===== src/rtl/mem_arbiter.sv =====
// Shared single-port memory arbiter for instruction fetch and data access.
// Data has strict priority over fetch. Every access holds the memory port for WAIT_CYCLES+1 cycles.
module mem_arbiter #(
  parameter int unsigned WAIT_CYCLES = 2,
  parameter int unsigned AW          = 32
) (
  input  logic          clk_i,
  input  logic          rst_i,
  input  logic          if_req_i,
  input  logic [AW-1:0] if_addr_i,
  input  logic          if_cancel_i,
  output logic          if_ready_o,
  output logic [31:0]   if_rdata_o,
  output logic          if_stall_o,
  input  logic          d_rd_i,
  input  logic          d_wr_i,
  input  logic [AW-1:0] d_addr_i,
  input  logic [31:0]   d_wdata_i,
  output logic          d_ready_o,
  output logic [31:0]   d_rdata_o,
  output logic          d_stall_o,
  output logic          m_en_o,
  output logic          m_we_o,
  output logic [AW-1:0] m_addr_o,
  output logic [31:0]   m_wdata_o,
  input  logic [31:0]   m_rdata_i
);

  // state  | meaning
  // IDLE   | memory port idle; grant data first, then fetch
  // D_ACC  | data access in flight
  // I_ACC  | instruction fetch in flight
  typedef enum logic [1:0] {IDLE, D_ACC, I_ACC} state_t;

  localparam logic [3:0] WAIT_LD = 4'(WAIT_CYCLES);
  localparam logic       ZERO_WAIT = (WAIT_CYCLES == 0);

  state_t          state_q;
  logic [3:0]      cnt_q;
  logic [3:0]      cnt_d;
  logic            m_en_q;
  logic            m_we_q;
  logic [AW-1:0]   m_addr_q;
  logic [31:0]     m_wdata_q;
  logic            if_ready_q;
  logic            d_ready_q;
  logic [31:0]     if_rdata_q;
  logic [31:0]     d_rdata_q;

  assign cnt_d = cnt_q - 4'd1;

  always_ff @(posedge clk_i) begin
    if (rst_i) begin
      state_q    <= IDLE;
      cnt_q      <= 4'd0;
      m_en_q     <= 1'b0;
      m_we_q     <= 1'b0;
      m_addr_q   <= '0;
      m_wdata_q  <= 32'd0;
      if_ready_q <= 1'b0;
      d_ready_q  <= 1'b0;
      if_rdata_q <= 32'd0;
      d_rdata_q  <= 32'd0;
    end else begin
      unique case (state_q)
        IDLE: begin
          if (d_rd_i || d_wr_i) begin
            state_q   <= D_ACC;
            cnt_q     <= WAIT_LD;
            m_en_q    <= 1'b1;
            m_we_q    <= d_wr_i;
            m_addr_q  <= d_addr_i;
            m_wdata_q <= d_wdata_i;
            d_ready_q <= ZERO_WAIT;
          end else if (if_req_i && !if_cancel_i) begin
            state_q    <= I_ACC;
            cnt_q      <= WAIT_LD;
            m_en_q     <= 1'b1;
            m_we_q     <= 1'b0;
            m_addr_q   <= if_addr_i;
            if_ready_q <= ZERO_WAIT;
          end
        end
        D_ACC: begin
          if (cnt_q == 4'd0) begin
            state_q   <= IDLE;
            m_en_q    <= 1'b0;
            m_we_q    <= 1'b0;
            d_ready_q <= 1'b0;
            if (!m_we_q) d_rdata_q <= m_rdata_i;
          end else begin
            cnt_q     <= cnt_d;
            d_ready_q <= (cnt_q == 4'd1);
          end
        end
        I_ACC: begin
          // A cancel landing on the completion cycle also suppresses the ready pulse (see if_ready_o).
          if (if_cancel_i || cnt_q == 4'd0) begin
            state_q    <= IDLE;
            cnt_q      <= 4'd0;
            m_en_q     <= 1'b0;
            if_ready_q <= 1'b0;
            if (!if_cancel_i) if_rdata_q <= m_rdata_i;
          end else begin
            cnt_q      <= cnt_d;
            if_ready_q <= (cnt_q == 4'd1);
          end
        end
        default: begin
          state_q <= IDLE;
          m_en_q  <= 1'b0;
          m_we_q  <= 1'b0;
        end
      endcase
    end
  end

  assign if_ready_o = if_ready_q & ~if_cancel_i;
  assign d_ready_o  = d_ready_q;
  assign if_rdata_o = if_ready_o ? m_rdata_i : if_rdata_q;
  assign d_rdata_o  = d_ready_q  ? m_rdata_i : d_rdata_q;
  assign d_stall_o  = (d_rd_i | d_wr_i) & ~d_ready_o;
  assign if_stall_o = d_stall_o | (if_req_i & ~if_ready_o);
  assign m_en_o     = m_en_q;
  assign m_we_o     = m_we_q;
  assign m_addr_o   = m_addr_q;
  assign m_wdata_o  = m_wdata_q;

endmodule


===== config.mk =====
export PLATFORM = sky130hd
export DESIGN_NAME = mem_arbiter
export DESIGN_NICKNAME = d
export VERILOG_FILES = /design/src/rtl/mem_arbiter.sv
export SDC_FILE = /design/constraint.sdc
export NUM_CORES = 1
export LEC_CHECK = 0
export ABC_CLOCK_PERIOD_IN_PS = 4800
export CORE_UTILIZATION = 46
export DETAILED_ROUTE_END_ITERATION = 10
export PLACE_DENSITY = 0.86
export SLEW_MARGIN = 20
export SYNTH_ARGS = -nofsm -noshare
export SYNTH_HDL_FRONTEND = slang
export SYNTH_SLANG_ARGS = --single-unit
export TNS_END_PERCENT = 5

===== constraint.sdc =====
create_clock -name clk_i -period 4.8 [get_ports clk_i]
set_input_delay 0.48 -clock clk_i [delete_from_list [all_inputs] [get_ports clk_i]]
set_output_delay 0.48 -clock clk_i [all_outputs]
set_load 0.01 [all_outputs]

==> results.md <==
- Slew HR: 42.13%
- Static Leak: approximately 3.6 nW
- Clock network latency to the later pin of the worst-skew pair: 0.42 ns
- Worst slew pin tran: 0.8680 ns
- Total iterations of the first detailed-routing run: 6
- Startpoint type of the worst setup path: input port
- Final critical delay including setup and external delays: 3.124 ns
- Fin nets: 1133
- Maximum root-to-sink buffer count: 2
- GRT overflow: 0
- Number of routed nets with antenna violations: 0
- Final setup skew: 0.007957 ns
- Synthesized Nets: 898
- Register bit count reported by yosys: 138
- Post-synth EDFFs: 0
- Starting utilization of the core area: between 40% and 50%
- Total routing resource utilization after global routing: between 20% and 30%
- Max-slew violations: 0
- Resized cells post-CTS: 0
- Vias per inst: 5.226
- Root Buffer: sky130_fd_sc_hd__clkbuf_16
- Share of final-layout standard cells stronger than drive strength 1: 11.84%
- Setup repair after global routing missed its margin: false
- Sequential share of the synthesized area: about 45%
- Kind of path behind the tightest hold check: reg2reg
- Final cell count without fillers: 1182
- PortBufs: 267
- Endpoint required time on the critical path: 4.32 ns
- WL/cell: 15.68 um
- CTS sink count: approximately 140
- Area growth, synth to finish: 54.25%
- Endpoints failing setup: 0
- Leading cell types in the layout, fill and taps excluded: sky130_fd_sc_hd__clkdlybuf4s50_1 (266), sky130_fd_sc_hd__nand2_1 (227), sky130_fd_sc_hd__dfxtp_1 (138)
- Count of vias placed by the detailed router: between 6k and 7k
- Number of levels in the clock H-tree: 4
- Setup Crit Path Kind: in2out
- Library cells used by synthesis: 42
- Hold violation total from the final report: 0
- Global-route wire length before repair: 30040 um
- Leading cell type in the layout, fill and taps excluded: sky130_fd_sc_hd__clkdlybuf4s50_1
- Post-detailed-placement cell area: 8912 um2
- Number of global-route vias before repair: between 6k and 7k
- Async SR Flop Fraction: 0%
- Placeable core area: 13190 um2
- Number of rows in the core area: 42
- Critical path peak fanout: 34
- Overall routed net length: ~19000 um
- Area enclosed by the die boundary: 13930 um2
- Post-route cell area: 9552 um2
- Clk slew on worst S/H paths: 0.05 ns
- Cell total after placement: 1149
- # Max-Cap Violations: 0
- Run status: finished, final reports clean
- Synthesized area: slightly above 6000 um2
- Number of primary I/O pins: approximately 270
- Main flop type after synthesis: sky130_fd_sc_hd__dfxtp_1
- Die Y: 118.0 um
- CTS tree: built
- Kind of end point of the critical path: output pin
- WP data arrival: 2.64 ns
- Number of buffers added for setup after CTS: 0
- Setup tns final: 0 ns
- Period utilisation layout: between 60% and 70%
- Starting DRT DRC Count: 418
- Floorplan die width: between 100 and 150 um
- Largest net degree at the start of global routing: 83
- Number of CTS-inserted buffers: 17
- Antenna violations before repair: 1
- Warnings, synthesis: 0
- Synthesized area per cell: 8.180 um2
- Final estimated routing congestion in global placement: around 0.85
- Number of standard cells after synthesis: 757
- DRC Markers: 0
- Peak supply drop: 0.2360 mV
- Hold Buf Count CTS: 0
- Max Fclk: 0.3201 GHz
- Hpwl dp: 12640 um
- Power per standard cell area: 366.0 nW/um2
## cells by family (layout without fill, tap and decap cells)
kind of cell | count (synthesis) | count (layout) | share of synthesized area [%]
flops | 138 | 138 | 44.62
buf+inv | 73 | 321 | 5.173
compound gates | 186 | 186 | 18.08
mux | 66 | 66 | 11.98
other cells | 0 | 1 | 0
simple gates | 287 | 287 | 18.73
fa+ha+maj | 7 | 7 | 1.414
## area by class of cell
type                            count  area [um2]
Antenna cell                        1       2.502
Clock buffer                       20       466.7
Clock inverter                     12       170.2
Fill cell                        1011        3638
Inverter                           10       37.54
Multi-Input combinational cell    546        3132
Sequential cell                   138        2763
Tap cell                          176       220.2
Timing Repair Buffer              279        2760
## sequential cells by signal, summed over array words and instances, names as in the netlist
name,flops
d_rdata_q,32
if_rdata_q,32
m_addr_o,32
m_wdata_o,32
cnt_q,4
state_q,2
d_ready_o,1
if_ready_q,1
m_en_o,1
m_we_o,1
## worst paths after layout
path                            slack, ns                  startpoint                         end  depth (start not counted)
worst max-delay path                 1.68                 if_cancel_i              if_rdata_o[17]                          4
worst min-delay path                 0.45  m_wdata_o[29]$_SDFFE_PP0P_  m_wdata_o[29]$_SDFFE_PP0P_                          2
worst max register to register       2.32     state_q[0]$_SDFFE_PP0P_   m_addr_o[11]$_SDFFE_PP0P_                          6
worst min register to register       0.45  m_wdata_o[29]$_SDFFE_PP0P_  m_wdata_o[29]$_SDFFE_PP0P_                          2
## layer usage
metal	part of all wire, %	track usage (%)	vias to the layer above
met1	39	28.83	2862
li1	-	-	3055
met5	0	0	-
met4	3.1	12.66	0
met3	6.8	7.994	33
met2	51	49.45	227
## per-stage QoR
stage | utilization [%] | total power [mW] | setup slack [ns] | hold WS, ns
5_1_grt | 72.42 | 3.653 | 1.517 | 0.4676
4_1_cts | 72.40 | 3.521 | 1.640 | 0.4508
6_report | 72.42 | 3.496 | 1.676 | 0.4510
3_5_place_dp | 67.57 | 2.124 | 1.654 | 0.4428
3_3_place_gp | 67.57 | 2.109 | 1.763 | 0.4397
2_1_floorplan | - | 1.715 | 2.919 | 0.4329
## power by group
group          internal, mW  switching (mW)
clock                 0.906           0.486
sequential             1.25          0.0575
combinational         0.407           0.384
## worst max-delay path, stage by stage
cell                              delay [ns]
sky130_fd_sc_hd__clkdlybuf4s50_1        0.53
sky130_fd_sc_hd__nand2b_2               0.71
sky130_fd_sc_hd__mux2_2                 0.42
sky130_fd_sc_hd__clkdlybuf4s50_1        0.49
## cell usage after synthesis, types with 3 or more instances
cell,n,area share [%]
sky130_fd_sc_hd__nand2_1,227,14
sky130_fd_sc_hd__dfxtp_1,138,45
sky130_fd_sc_hd__a21oi_1,102,8.2
sky130_fd_sc_hd__mux2_2,65,12
sky130_fd_sc_hd__nor2_1,36,2.2
sky130_fd_sc_hd__o21ai_0,36,2.9
sky130_fd_sc_hd__clkbuf_1,33,2.0
sky130_fd_sc_hd__a311oi_1,32,4.5
sky130_fd_sc_hd__buf_2,22,1.8
sky130_fd_sc_hd__inv_1,10,0.61
sky130_fd_sc_hd__ha_1,7,1.4
sky130_fd_sc_hd__buf_1,4,0.24
sky130_fd_sc_hd__nand3_1,4,0.32
sky130_fd_sc_hd__buf_4,3,0.36
sky130_fd_sc_hd__nand2b_1,3,0.30
sky130_fd_sc_hd__nor2b_1,3,0.30
(Power assumes the default switching activity.)
